### config.mk
export PLATFORM = sky130hd
export DESIGN_NAME = load_store_unit
export DESIGN_NICKNAME = d
export VERILOG_FILES = /design/src/rtl/load_store_unit.sv
export SDC_FILE = /design/constraint.sdc
export NUM_CORES = 1
export LEC_CHECK = 0
export CAP_MARGIN = 10
export CORE_AREA = 2 2 109 153
export CTS_BUF_LIST = sky130_fd_sc_hd__clkbuf_2 sky130_fd_sc_hd__clkbuf_4 sky130_fd_sc_hd__clkbuf_8
export CTS_CLUSTER_DIAMETER = 80
export DETAILED_ROUTE_END_ITERATION = 6
export DIE_AREA = 0 0 111 155
export GPL_TIMING_DRIVEN = 0
export PLACE_DENSITY = 0.77
export SLEW_MARGIN = 15
export SYNTH_ARGS = -nofsm -noshare
export SYNTH_HDL_FRONTEND = slang
export SYNTH_SLANG_ARGS = --single-unit
### constraint.sdc
create_clock -name clk_in -period 4.17 [get_ports clk_in]
set_clock_uncertainty 0.05 [all_clocks]
set_input_delay 0.834 -clock clk_in [delete_from_list [all_inputs] [get_ports clk_in]]
set_output_delay 0.834 -clock clk_in [all_outputs]
set_load 0.01 [all_outputs]
### src/rtl/load_store_unit.sv
// load_store_unit: memory-access stage behind the load/store buffer.
// Takes one load or store at a time and requests the shared byte-wide memory
// port from the memory controller. It then moves 1/2/4 bytes serially in
// little-endian order. A load returns a sign- or zero-extended word to the LSB
// and broadcasts it on the CDB. A store only signals completion.
//
// Ports:
//   clk_in, rst_n_in          clock, async active-low reset
//   rdy_in                    global ready; low freezes all state
//   *_from_lsb                request (pulse), direction, op, address, data, ROB id
//   busy_to_lsb/end_to_lsb    busy level, one-cycle completion pulse
//   data_to_lsb               extended load result (held between loads)
//   cdb_*                     load result broadcast
//   roll_back_flag_from_rob   flush of speculative loads
//   req/grant, mem_*          byte-wide memory port toward memctrl
//   io_buffer_full_in         IO write back-pressure
//
// Optional build macro LSU_IO_STALL_EN: store bytes that target the IO window
// while io_buffer_full_in is high are held and retried the next cycle.
module load_store_unit #(
   parameter int ADDR_W = 32,
   parameter int DATA_W = 32,
   parameter int ROB_W  = 4,
   parameter int OP_W   = 6,
   parameter logic [OP_W-1:0] OP_LB  = 1,
   parameter logic [OP_W-1:0] OP_LH  = 2,
   parameter logic [OP_W-1:0] OP_LW  = 3,
   parameter logic [OP_W-1:0] OP_LBU = 4,
   parameter logic [OP_W-1:0] OP_LHU = 5,
   parameter logic [OP_W-1:0] OP_SB  = 6,
   parameter logic [OP_W-1:0] OP_SH  = 7,
   parameter logic [OP_W-1:0] OP_SW  = 8,
   parameter logic [31:0] IO_BASE = 32'h30000
) (
   input  logic              clk_in,
   input  logic              rst_n_in,
   input  logic              rdy_in,
   input  logic              enable_from_lsb,
   input  logic              read_write_flag_from_lsb,
   input  logic [OP_W-1:0]   op_enum_from_lsb,
   input  logic [ADDR_W-1:0] address_from_lsb,
   input  logic [DATA_W-1:0] data_from_lsb,
   input  logic [ROB_W-1:0]  rob_id_from_lsb,
   output logic              busy_to_lsb,
   output logic              end_to_lsb,
   output logic [DATA_W-1:0] data_to_lsb,
   output logic              cdb_enable_out,
   output logic [ROB_W-1:0]  cdb_rob_id_out,
   output logic [DATA_W-1:0] cdb_result_out,
   input  logic              roll_back_flag_from_rob,
   output logic              req_to_memctrl,
   input  logic              grant_from_memctrl,
   output logic [ADDR_W-1:0] mem_a_out,
   output logic              mem_wr_out,
   output logic [7:0]        mem_dout_out,
   input  logic [7:0]        mem_din_in,
   input  logic              io_buffer_full_in
);

   localparam logic [2:0] S_IDLE  = 3'd0;
   localparam logic [2:0] S_WAIT  = 3'd1;
   localparam logic [2:0] S_XFER  = 3'd2;
   localparam logic [2:0] S_DRAIN = 3'd3;
   localparam logic [2:0] S_DONE  = 3'd4;

   logic [2:0]        state_q;
   logic [OP_W-1:0]   op_q;
   logic [ADDR_W-1:0] addr_q;
   logic [DATA_W-1:0] sdata_q;
   logic [ROB_W-1:0]  rob_q;
   logic              wr_q;     // 1 = store
   logic [2:0]        k_q;      // byte index
   logic [2:0]        n_q;      // bytes in this access
   logic [DATA_W-1:0] asm_q;    // load assembly register
   logic              rb_q;     // load was rolled back while in flight
   logic [DATA_W-1:0] res_q;    // last delivered load result

   logic [2:0]        n_in;
   logic [2:0]        kprev;
   logic [ADDR_W-1:0] cur_a;
   logic              io_win;
   logic              stall;
   logic              accept;
   logic [DATA_W-1:0] ext;

   always_comb begin
      n_in = 3'd4;
      case (op_enum_from_lsb)
         OP_LB, OP_LBU, OP_SB: n_in = 3'd1;
         OP_LH, OP_LHU, OP_SH: n_in = 3'd2;
         OP_LW, OP_SW:         n_in = 3'd4;
         default:              n_in = 3'd4;
      endcase
   end

   always_comb begin
      ext = asm_q;
      case (op_q)
         OP_LB:   ext = {{(DATA_W-8){asm_q[7]}}, asm_q[7:0]};
         OP_LH:   ext = {{(DATA_W-16){asm_q[15]}}, asm_q[15:0]};
         OP_LBU:  ext = {{(DATA_W-8){1'b0}}, asm_q[7:0]};
         OP_LHU:  ext = {{(DATA_W-16){1'b0}}, asm_q[15:0]};
         OP_LW:   ext = asm_q;
         default: ext = asm_q;
      endcase
   end

   assign kprev  = k_q - 3'd1;
   assign cur_a  = addr_q + ADDR_W'(k_q);
   assign io_win = (cur_a[17:16] == IO_BASE[17:16]);

`ifdef LSU_IO_STALL_EN
   assign stall = wr_q && io_win && io_buffer_full_in;
`else
   logic unused_io;
   assign unused_io = io_win ^ io_buffer_full_in;
   assign stall     = 1'b0;
`endif

   // A load arriving together with a rollback is already flushed; drop it.
   assign accept = enable_from_lsb && (state_q == S_IDLE) &&
                   !(roll_back_flag_from_rob && !read_write_flag_from_lsb);

   assign busy_to_lsb    = (state_q != S_IDLE);
   assign req_to_memctrl = (state_q == S_WAIT) || (state_q == S_XFER) || (state_q == S_DRAIN);
   assign end_to_lsb     = (state_q == S_DONE);
   assign cdb_enable_out = (state_q == S_DONE) && !wr_q && !rb_q && !roll_back_flag_from_rob;
   assign data_to_lsb    = cdb_enable_out ? ext : res_q;
   assign cdb_result_out = data_to_lsb;
   assign cdb_rob_id_out = rob_q;
   assign mem_a_out      = (state_q == S_XFER) ? cur_a : '0;
   assign mem_wr_out     = (state_q == S_XFER) && wr_q && !stall;
   assign mem_dout_out   = ((state_q == S_XFER) && wr_q) ? sdata_q[8*k_q[1:0] +: 8] : 8'h00;

   always_ff @(posedge clk_in or negedge rst_n_in) begin
      if (!rst_n_in) begin
         state_q <= S_IDLE;
         op_q    <= '0;
         addr_q  <= '0;
         sdata_q <= '0;
         rob_q   <= '0;
         wr_q    <= 1'b0;
         k_q     <= '0;
         n_q     <= '0;
         asm_q   <= '0;
         rb_q    <= 1'b0;
         res_q   <= '0;
      end else if (rdy_in) begin
         case (state_q)
            S_IDLE: if (accept) begin
               op_q    <= op_enum_from_lsb;
               addr_q  <= address_from_lsb;
               sdata_q <= data_from_lsb;
               rob_q   <= rob_id_from_lsb;
               wr_q    <= read_write_flag_from_lsb;
               n_q     <= n_in;
               k_q     <= '0;
               asm_q   <= '0;
               rb_q    <= 1'b0;
               state_q <= S_WAIT;
            end
            S_WAIT: if (grant_from_memctrl) begin
               k_q     <= '0;
               state_q <= S_XFER;
            end
            S_XFER: begin
               // Read data trails its address by one cycle.
               if (!wr_q && k_q != 3'd0) asm_q[8*kprev[1:0] +: 8] <= mem_din_in;
               if (!stall) begin
                  k_q <= k_q + 3'd1;
                  if (k_q + 3'd1 == n_q) state_q <= wr_q ? S_DONE : S_DRAIN;
               end
            end
            S_DRAIN: begin
               asm_q[8*kprev[1:0] +: 8] <= mem_din_in;
               state_q <= S_DONE;
            end
            S_DONE: begin
               res_q   <= data_to_lsb;
               state_q <= S_IDLE;
            end
            default: state_q <= S_IDLE;
         endcase
         if (state_q != S_IDLE && state_q != S_DONE && roll_back_flag_from_rob && !wr_q)
            rb_q <= 1'b1;
      end
   end

endmodule

After elaboration in Yosys (flattened, before gate mapping)
Memories as Yosys holds them, arrays and structs flattened. Index checks and enable logic that the tools add are counted.

RAM bits: 0. Memories: 1. Memory bits (read-only): 48. Bits in latches: 0. Register bits after elaboration: 149.

Memories: (name not given) (depth 16, width 3, rd ports 1, clocked after Yosys merged registers in 0, write ports 0, RTL line 88) `case (op_enum_from_lsb)`.

Multipliers: 0. Magnitude comparators: 0. Eq/ne operators: 14. Reductions and logical operators: 32. Bitwise logic cells: 0. Shift-type cells: 3. Add/sub/neg operators: 4. Multiplexer cells: 20. Div/mod/pow operators: 0.

Operators by type and width (count): two-way mux 32 bit (4); one-hot mux 32 bit (4 select lines) (1); one-hot mux 32 bit (3 select lines) (1); negator 5 -> 34 bit (1); variable shift 8 x 34 -> 32 bit, first input constant (1); variable part select 8 x 34 -> 32 bit (1); adder 32 x 3 -> 32 bit (1); bitwise mux 32 bit (1); variable part select 32 x 6 -> 8 bit (1); two-way mux 3 bit (7); == test 6 x 3 -> 1 bit, second input constant (2); one-hot mux 3 bit (4 select lines) (1); AND reduction 4 bit (3); nonzero test 3 bit (4); logical AND 1 bit (11); one-hot mux 3 bit (3 select lines) (1); two-way mux 8 bit (1); == test 3 x 2 -> 1 bit, second input constant (2); == test 6 x 1 -> 1 bit, second input constant (1); == test 6 x 2 -> 1 bit, second input constant (1); AND reduction 3 bit (2); zero test 1 bit (5); inequality test 2 x 1 -> 1 bit, second input constant (2); inequality test 2 bit, second input constant (2); 12 further kinds (16).

Logic depth before layout (Yosys ltp)
Gate-level depths: netlist (run 1).

Depth in word-level cells: 7. Depth in mapped cells: 10. Gate-level depth less buffers: 8.

Worst setup path after synthesis (run 1)
Ideal clock, no wire load.

Path type: flip-flop to output port. From: register k_q[1]. To: output mem_a_out[14]. Setup slack: 0.658 ns. Buffers on the path: 2. Required time: 3.286 ns. Arrival: 2.628 ns. Stages on the path, launching flop included: 10. Path through: dfrtp_1 clkbuf_1 inv_1 fa_1 nand2b_1 a211oi_1 clkbuf_1 and2_1 a31oi_1 a211oi_1.

Cells in the longest elaborated chain, start to end: 2.

RTL lines: from (decl) (RTL line 72) `logic [2:0] k_q;`; from (signal assigned) (RTL line 170) `k_q <= k_q + 3'd1;`; adder 32 x 3 -> 32 bit (RTL line 109) `assign cur_a = addr_q + ADDR_W'(k_q);`; two-way mux 32 bit (RTL line 131) `assign mem_a_out = (state_q == S_XFER) ? cur_a : '0;`; to (decl) (RTL line 53) `output logic [ADDR_W-1:0] mem_a_out,`.

Every way passes these cells.

Worst setup path in the final report (run 1)
From: input roll_back_flag_from_rob. To: output data_to_lsb[12].

Cells in the longest elaborated chain, start to end: 3.

RTL lines: from (decl) (RTL line 50) `input logic roll_back_flag_from_rob,`; zero test 1 bit (RTL line 127) `assign cdb_enable_out = (state_q == S_DONE) && !wr_q && !rb_q && !roll_back_flag_from_rob;`; logical AND 1 bit (RTL line 127); two-way mux 32 bit (RTL line 128) `assign data_to_lsb = cdb_enable_out ? ext : res_q;`; to (decl) (RTL line 46) `output logic [DATA_W-1:0] data_to_lsb,`.

Every way passes these cells.

==> reports/results.tsv, run 1 <==
metric	value	unit
GRT Total Usage	23.3	%
Slew HR	37.8	%
final wirelength	19700	um
syn_area_per_cell	10.6	um2
Initial Util	48.7	%
Tot Pwr	5.61	mW
Crit path largest cell delay	0.49	ns
mapped cell area	7740	um2
crit share post-route	97.9	%
Final Hold Fails	0	
largest net degree at the start of global routing	77	
VDD IR max	0.320	mV
die width	111	um
HP Class	in -> async	
Num CTS Buffers	17	
Max-Cap Viols	0	
FF-to-FF Start	k_q[0]$_DFFE_PN0P_	
total gr overflow	0	
required time of the worst setup path	3.29	ns
Most used DFF post-synth	dfrtp_1	
Yosys warnings	0	
Worst Reg-to-Reg Cells	8	
row cnt	55	
commonest cells after routing, fill and taps aside	192 x clkdlybuf4s50_1, 148 x dfrtp_1, 88 x nor2_1	
H-tree Lvls	4	
Avg WL per Cell	16.8	um
Distinct cells, synth	51	
Post-Syn Instances	730	
Final Max Slew Viols	0	
number of synthesized flops with an enable pin	0	
leakage	4.69	nW
Power Density	533	nW/um2
TritonCTS clock tree	yes	
Least-Margin Pin Slew	0.927	ns
reg2reg end	asm_q[24]$_DFFE_PN0P_	
Startpoint Class	input port	
ant diodes	0	
cells along the critical path	clkdlybuf4s50_1 -> nor4_4 -> buf_4 -> buf_4 -> o21a_1 -> a21oi_1 -> buf_4 -> clkdlybuf4s50_1	
CP max FO	8	
commonest non-fill, non-tap cell in the layout	clkdlybuf4s50_1	
# fillers	1289	
Slowest-stage cell, CP	clkdlybuf4s50_1	
sequential element share of the synthesized area	48.1	%
Layout area overhead	35.9	%
hold slack	0.295	ns
first-pass GRT wire length	31900	um
crit path DAT	3.20	ns
min cycle time layout	4.08	ns
RD Place Congestion	0.863	
share of cells above drive strength 1	20.8	%
Reg clk slew, reported paths	0.07	ns
clk_lat worst skew	0.45	ns
input/output buffers	201	
crit path capture type	output port	
fraction of registers with async set/reset	100	%
# clock sinks	149	
Fmax achieved	0.245	GHz
CP most frequent cell	buf_4	
fin nets	1062	
reg2reg setup slack	1.03	ns
Die Y	155	um
Core Region	15900	um2
Crit Path Category	in -> out	
DRC viols	0	
Ports	203	
syn_nets	831	
Vias	6211	
DP Wirelength	14300	um
Pre-antenna DRT Iters	4	
worst path bufs/invs	5	
outcome	complete, no violations	
antenna-violating nets left	0	
vias in the first global route	6448	
initial antenna violation count	0	
Clock Path Buffers	2	
Largest delay share family, worst path	buffers and inverters	
# setup viols final	0	
Yosys reg bits	149	
die area	17200	um2
detail-routed via count per cell	5.30	
Initial DRC Count	306	
Root Buffer	clkbuf_8	
## cells in the mapped netlist (14+ instances only)
cell,instances,area [um2]
dfrtp_1,149,3730
nor2_1,90,338
mux2_2,84,946
nand2_1,59,221
a21oi_1,58,290
buf_4,34,255
a22o_1,24,210
inv_1,22,82.6
xor2_1,22,193
buf_2,17,85.1
nand3_1,16,80.1
and3_1,14,87.6
clkbuf_1,14,52.6
## worst max-delay path by stage
stage,slack [ns],cells after the start,from,to
2_1_floorplan,0.66,9,k_q[1]$_DFFE_PN0P_,mem_a_out[14]
3_3_place_gp,-3.89,1,rst_n_in,sdata_q[13]$_DFFE_PN0P_
3_5_place_dp,-0.48,10,k_q[1]$_DFFE_PN0P_,mem_a_out[14]
4_1_cts,0.02,9,k_q[1]$_DFFE_PN0P_,mem_a_out[30]
5_1_grt,-0.003,11,k_q[1]$_DFFE_PN0P_,mem_a_out[16]
6_report,0.09,8,roll_back_flag_from_rob,data_to_lsb[12]
## power by group
part | switching, mW | total (mW) | internal, mW | leakage [nW]
Combinational | 1.12 | 2.34 | 1.22 | 2.59
Sequential | 0.369 | 2.28 | 1.91 | 1.93
Clock | 0.559 | 0.988 | 0.429 | 0.168
Total | 2.05 | 5.61 | 3.56 | 4.69
## worst register-to-register path, delay by kind of cell, from the launching register on
family | cells | cell delay [ns]
AOI/OAI and AO/OA | 3 | 1.33
buffers and inverters | 2 | 0.65
DFF | 1 | 0.41
adders and majority gates | 1 | 0.25
muxes | 1 | 0.23
and+or+nand+nor | 1 | 0.08
## what timing repair did
action,in CTS,in global routing
gates resized for setup,15,12
pin swaps,2,2
setup endpoints to repair,59,32
cloned,1,0
hold buffers,0,0
buffers inserted,5,4
## stage by stage
stage / instances / cell area (um2) / TNS [ns] / setup slack, ns / util (%)
floorplan: 730 / 7740 / 0 / 0.658 / -
global placement: 1130 / 10000 / -586.22 / -3.89 / 62.9
detailed placement: 1131 / 10000 / -10.71 / -0.478 / 63.1
CTS: 1167 / 10500 / 0 / 0.0236 / 65.8
global route: 1171 / 10500 / -0.00272 / -0.00272 / 66.2
finish: 1171 / 10500 / 0 / 0.0886 / 66.2
## sequential cells by signal, indices dropped and copies added (netlist names)
| name | cells |
|---|---|
| addr_q | 32 |
| asm_q | 32 |
| res_q | 32 |
| sdata_q | 32 |
| op_q | 6 |
| cdb_rob_id_out | 4 |
| k_q | 3 |
| n_q | 3 |
| state_q | 3 |
| rb_q | 1 |
| wr_q | 1 |
## kinds of logic after synthesis
logic type                 after synthesis  share of synthesized area (%)
and+or+nand+nor                        225                           14.2
DFF                                    149                           48.1
xor gates and xnor gates                30                           3.39
adders and majority gates               11                           1.87
muxes                                  106                           16.4
AOI/OAI and AO/OA                      118                           9.56
buffers and inverters                   91                           6.43
## routing by layer
layer	GRT usage, %	vias to the layer above	part of all wire, %
li1	-	2971	-
met1	26.4	3019	38
met2	41.7	186	53
met3	6.27	35	6.0
met4	9.29	0	2.7
met5	0	-	0
## cell type report
class / count / area, um2 / area share, %
well taps: 199 / 249 / 2.37
plain buffers: 69 / 445 / 4.23
inverters: 22 / 82.6 / 0.784
clock inverters: 11 / 81.3 / 0.773
multi-input cells: 490 / 3560 / 33.8
flip-flops and latches: 149 / 3730 / 35.4
clock buffers: 19 / 255 / 2.42
repair buffers: 212 / 2120 / 20.2
Power figures use the tool's default switching activity.
==> run 2, diff against run 1 <==
--- a/config.mk
+++ b/config.mk
@@ -5,14 +5,16 @@
 export SDC_FILE = /design/constraint.sdc
 export NUM_CORES = 1
 export LEC_CHECK = 0
+export ABC_AREA = 1
+export ABC_CLOCK_PERIOD_IN_PS = 4170
 export CAP_MARGIN = 10
-export CORE_AREA = 2 2 109 153
+export CORE_AREA = 2 2 114 160
 export CTS_BUF_LIST = sky130_fd_sc_hd__clkbuf_2 sky130_fd_sc_hd__clkbuf_4 sky130_fd_sc_hd__clkbuf_8
 export CTS_CLUSTER_DIAMETER = 80
 export DETAILED_ROUTE_END_ITERATION = 6
-export DIE_AREA = 0 0 111 155
+export DIE_AREA = 0 0 116 162
 export GPL_TIMING_DRIVEN = 0
-export PLACE_DENSITY = 0.77
+export PLACE_DENSITY = 0.76
 export SLEW_MARGIN = 15
 export SYNTH_ARGS = -nofsm -noshare
 export SYNTH_HDL_FRONTEND = slang
==> run 2 against run 1 <==
Worst setup slack improved by 0.11 ns; synthesized cell count is 63% higher; critical path depth increased by 5; global-route usage up 2.7 points; via count rose by 34%; die area increased by 9.2%; maximum frequency grew 2.8%.
==> reports/results.tsv, run 2 <==
metric	value	unit	change
Post-Syn Instances	1187		+63%
Least-Margin Pin Slew	0.605	ns	-0.321 ns
# fillers	1564		+21%
CP most frequent cell	nand2_1		
commonest cells after routing, fill and taps aside	442 x nand2_1, 199 x clkdlybuf4s50_1, 148 x dfrtp_1		
syn_area_per_cell	7.15	um2	-33%
Clock Path Buffers	2		unchanged
crit path capture type	output port		
Pre-antenna DRT Iters	5		+1
top-count cell post-synth	nand2_1		
fraction of registers with async set/reset	100	%	unchanged
Num CTS Buffers	17		unchanged
Crit path largest cell delay	0.54	ns	+0.05 ns
fin nets	1509		+42%
mapped cell area	8490	um2	+9.6%
top area cells in the synthesized netlist	dfrtp_1 44%, nand2_1 20%, o21ai_0 5.8%		
Hold-fix buffers, CTS	0		unchanged
Layout area overhead	32.8	%	
Ports	203		unchanged
Tot Pwr	6.65	mW	+19%
syn_nets	1288		+55%
first-pass GRT wire length	38100	um	+20%
final worst slack	0.201	ns	+0.112 ns
outcome	complete, no violations		
RD Place Congestion	0.939		+8.8%
Initial Util	49.2	%	+0.46 points
min cycle time layout	3.97	ns	-0.112 ns
Die Y	162	um	+4.5%
commonest non-fill, non-tap cell in the layout	nand2_1		
DP Wirelength	18300	um	+28%
antenna-violating nets left	0		unchanged
row cnt	57		+3.6%
Yosys reg bits	149		unchanged
area of the multi-input gates	3930	um2	+10%
# setup viols final	0		unchanged
Yosys warnings	0		unchanged
Yosys top cell area share	43.9	%	-4.2 points
die width	116	um	+4.5%
largest net degree at the start of global routing	87		+13%
Most used DFF post-synth	dfrtp_1		
input/output buffers	201		unchanged
Avg WL per Cell	14.4	um	-14%
Vias	8346		+34%
crit share post-route	95.2	%	-2.7 points
Power Density	589	nW/um2	+11%
post-synth top area cell	dfrtp_1		
H-tree Lvls	4		unchanged
Slowest-stage cell, CP	clkdlybuf4s50_1		
HP Class	in -> async		
crit path DAT	3.09	ns	-0.11 ns
Initial DRC Count	461		+51%
Startpoint Class	flip-flop		
Slew HR	59.4	%	+22 points
final wirelength	23900	um	+22%
initial antenna violation count	0		unchanged
VDD IR max	0.353	mV	+10%
Final Max Slew Viols	0		unchanged
DRC viols	0		unchanged
number of synthesized flops with an enable pin	0		unchanged
Distinct cells, synth	33		-35%
Setup WS pre-CTS	-0.112	ns	+0.366 ns
Final Hold Fails	0		unchanged
Root Buffer	clkbuf_8		
# clock sinks	149		unchanged
Reg clk slew, reported paths	0.09	ns	+0.02 ns
detail-routed via count per cell	5.04		-5.0%
Core Region	17300	um2	+8.6%
vias in the first global route	8035		+25%
sequential element share of the synthesized area	43.9	%	-4.2 points
Seq. cell area	3730	um2	unchanged
cells along the critical path	buf_6 -> clkinv_4 -> fa_1 -> inv_1 -> nand2_1 -> nand2_1 -> nand2_2 -> inv_2 -> nand2_1 -> nor2_1 -> xor2_1 -> nor2_1 -> clkdlybuf4s50_1		
ant diodes	0		unchanged
Fmax achieved	0.252	GHz	+2.8%
final core utilization	65.3	%	-0.89 points
CP max FO	13		+5
share of cells above drive strength 1	11.0	%	-9.8 points
total gr overflow	0		unchanged
Max-Cap Viols	0		unchanged
GRT Total Usage	26.0	%	+2.7 points
Synth top cells by count	444 x nand2_1, 149 x dfrtp_1, 99 x o21ai_0		
leakage	5.41	nW	+15%
die area	18800	um2	+9.2%
clk_lat worst skew	0.47	ns	+0.02 ns
required time of the worst setup path	3.29	ns	about the same
Crit Path Category	reg -> out		
TritonCTS clock tree	yes		
[run 2: cell types whose count changed after synthesis, sizes merged, moves of 9 or more]
cell    delta
and3      -14
xor2      -16
nand3     +55
mux2i      -9
a22o      -24
inv       +79
o21ai     +90
nor3      +18
nand2    +385
or2       +32
mux2      -89
a21boi    +22
a21oi     -16
[run 2: area by class of cell]
cell class | count | share of cell area [%]
Buffer | 78 | 4.28
Clock buffer | 18 | 2.20
Clock inverter | 14 | 1.35
Inverter | 103 | 3.47
Multi-Input combinational cell | 857 | 34.8
Sequential cell | 149 | 33.1
Tap cell | 236 | 2.62
Timing Repair Buffer | 202 | 18.2
[run 2: cells by family after synthesis]
logic type                 share of synthesized area (%)
xor gates and xnor gates                           0.722
AOI/OAI and AO/OA                                   11.2
buffers and inverters                               10.1
adders and majority gates                           1.71
DFF                                                 43.9
and+or+nand+nor                                     32.3
[run 2: repair_timing]
item,in CTS,in global routing
endpoints found under the hold margin,0,0
resized for setup,6,18
setup buffers,0,0
endpoints found under the setup margin,17,46
[run 2: worst max-delay path, delay by kind of cell (launching register included)]
family	cells	cell delay (ns)
flops	1	0.42
fa+ha+maj	1	0.42
buf+inv	5	1.03
simple gates	6	0.65
xor+xnor	1	0.08
[run 2: worst paths after layout]
| kind | startpoint | endpoint | slack (ns) | cells after the start |
|---|---|---|---|---|
| worst min register to register | sdata_q[29]$_DFFE_PN0P_ | sdata_q[29]$_DFFE_PN0P_ | 0.42 | 2 |
| min in group clk_in | sdata_q[29]$_DFFE_PN0P_ | sdata_q[29]$_DFFE_PN0P_ | 0.42 | 2 |
| worst max register to register | k_q[0]$_DFFE_PN0P_ | asm_q[24]$_DFFE_PN0P_ | 1.69 | 7 |
| worst max-delay path | k_q[1]$_DFFE_PN0P_ | mem_a_out[16] | 0.20 | 13 |
| max in group asynchronous | rst_n_in | op_q[4]$_DFFE_PN0P_ | 3.05 | 2 |
| worst min-delay path | rst_n_in | addr_q[16]$_DFFE_PN0P_ | 0.20 | 1 |
[run 2: routing by layer]
| metal | share of wire, % | global-route usage, % | vias up |
|---|---|---|---|
| met2 | 51 | 45.3 | 262 |
| met5 | 0 | 0 | - |
| met4 | 2.6 | 9.74 | 0 |
| li1 | - | - | 4160 |
| met3 | 5.6 | 4.96 | 48 |
| met1 | 41 | 31.7 | 3876 |
[run 2: where the power goes]
part           internal (mW)  total, mW  switching, mW
clock network          0.553       1.15          0.601
registers               1.94       2.23          0.296
logic                   1.40       3.26           1.85
[run 2: through the flow]
stage / cell area [um2] / TNS [ns] / std cells / hold WS, ns
2_1_floorplan: 8490 / 0 / 1187 / 0.387
3_3_place_gp: 10800 / -570.58 / 1624 / 0.399
3_5_place_dp: 10800 / -0.536 / 1625 / 0.404
4_1_cts: 11200 / 0 / 1657 / 0.245
5_1_grt: 11300 / -0.00338 / 1657 / 0.245
6_report: 11300 / 0 / 1657 / 0.202
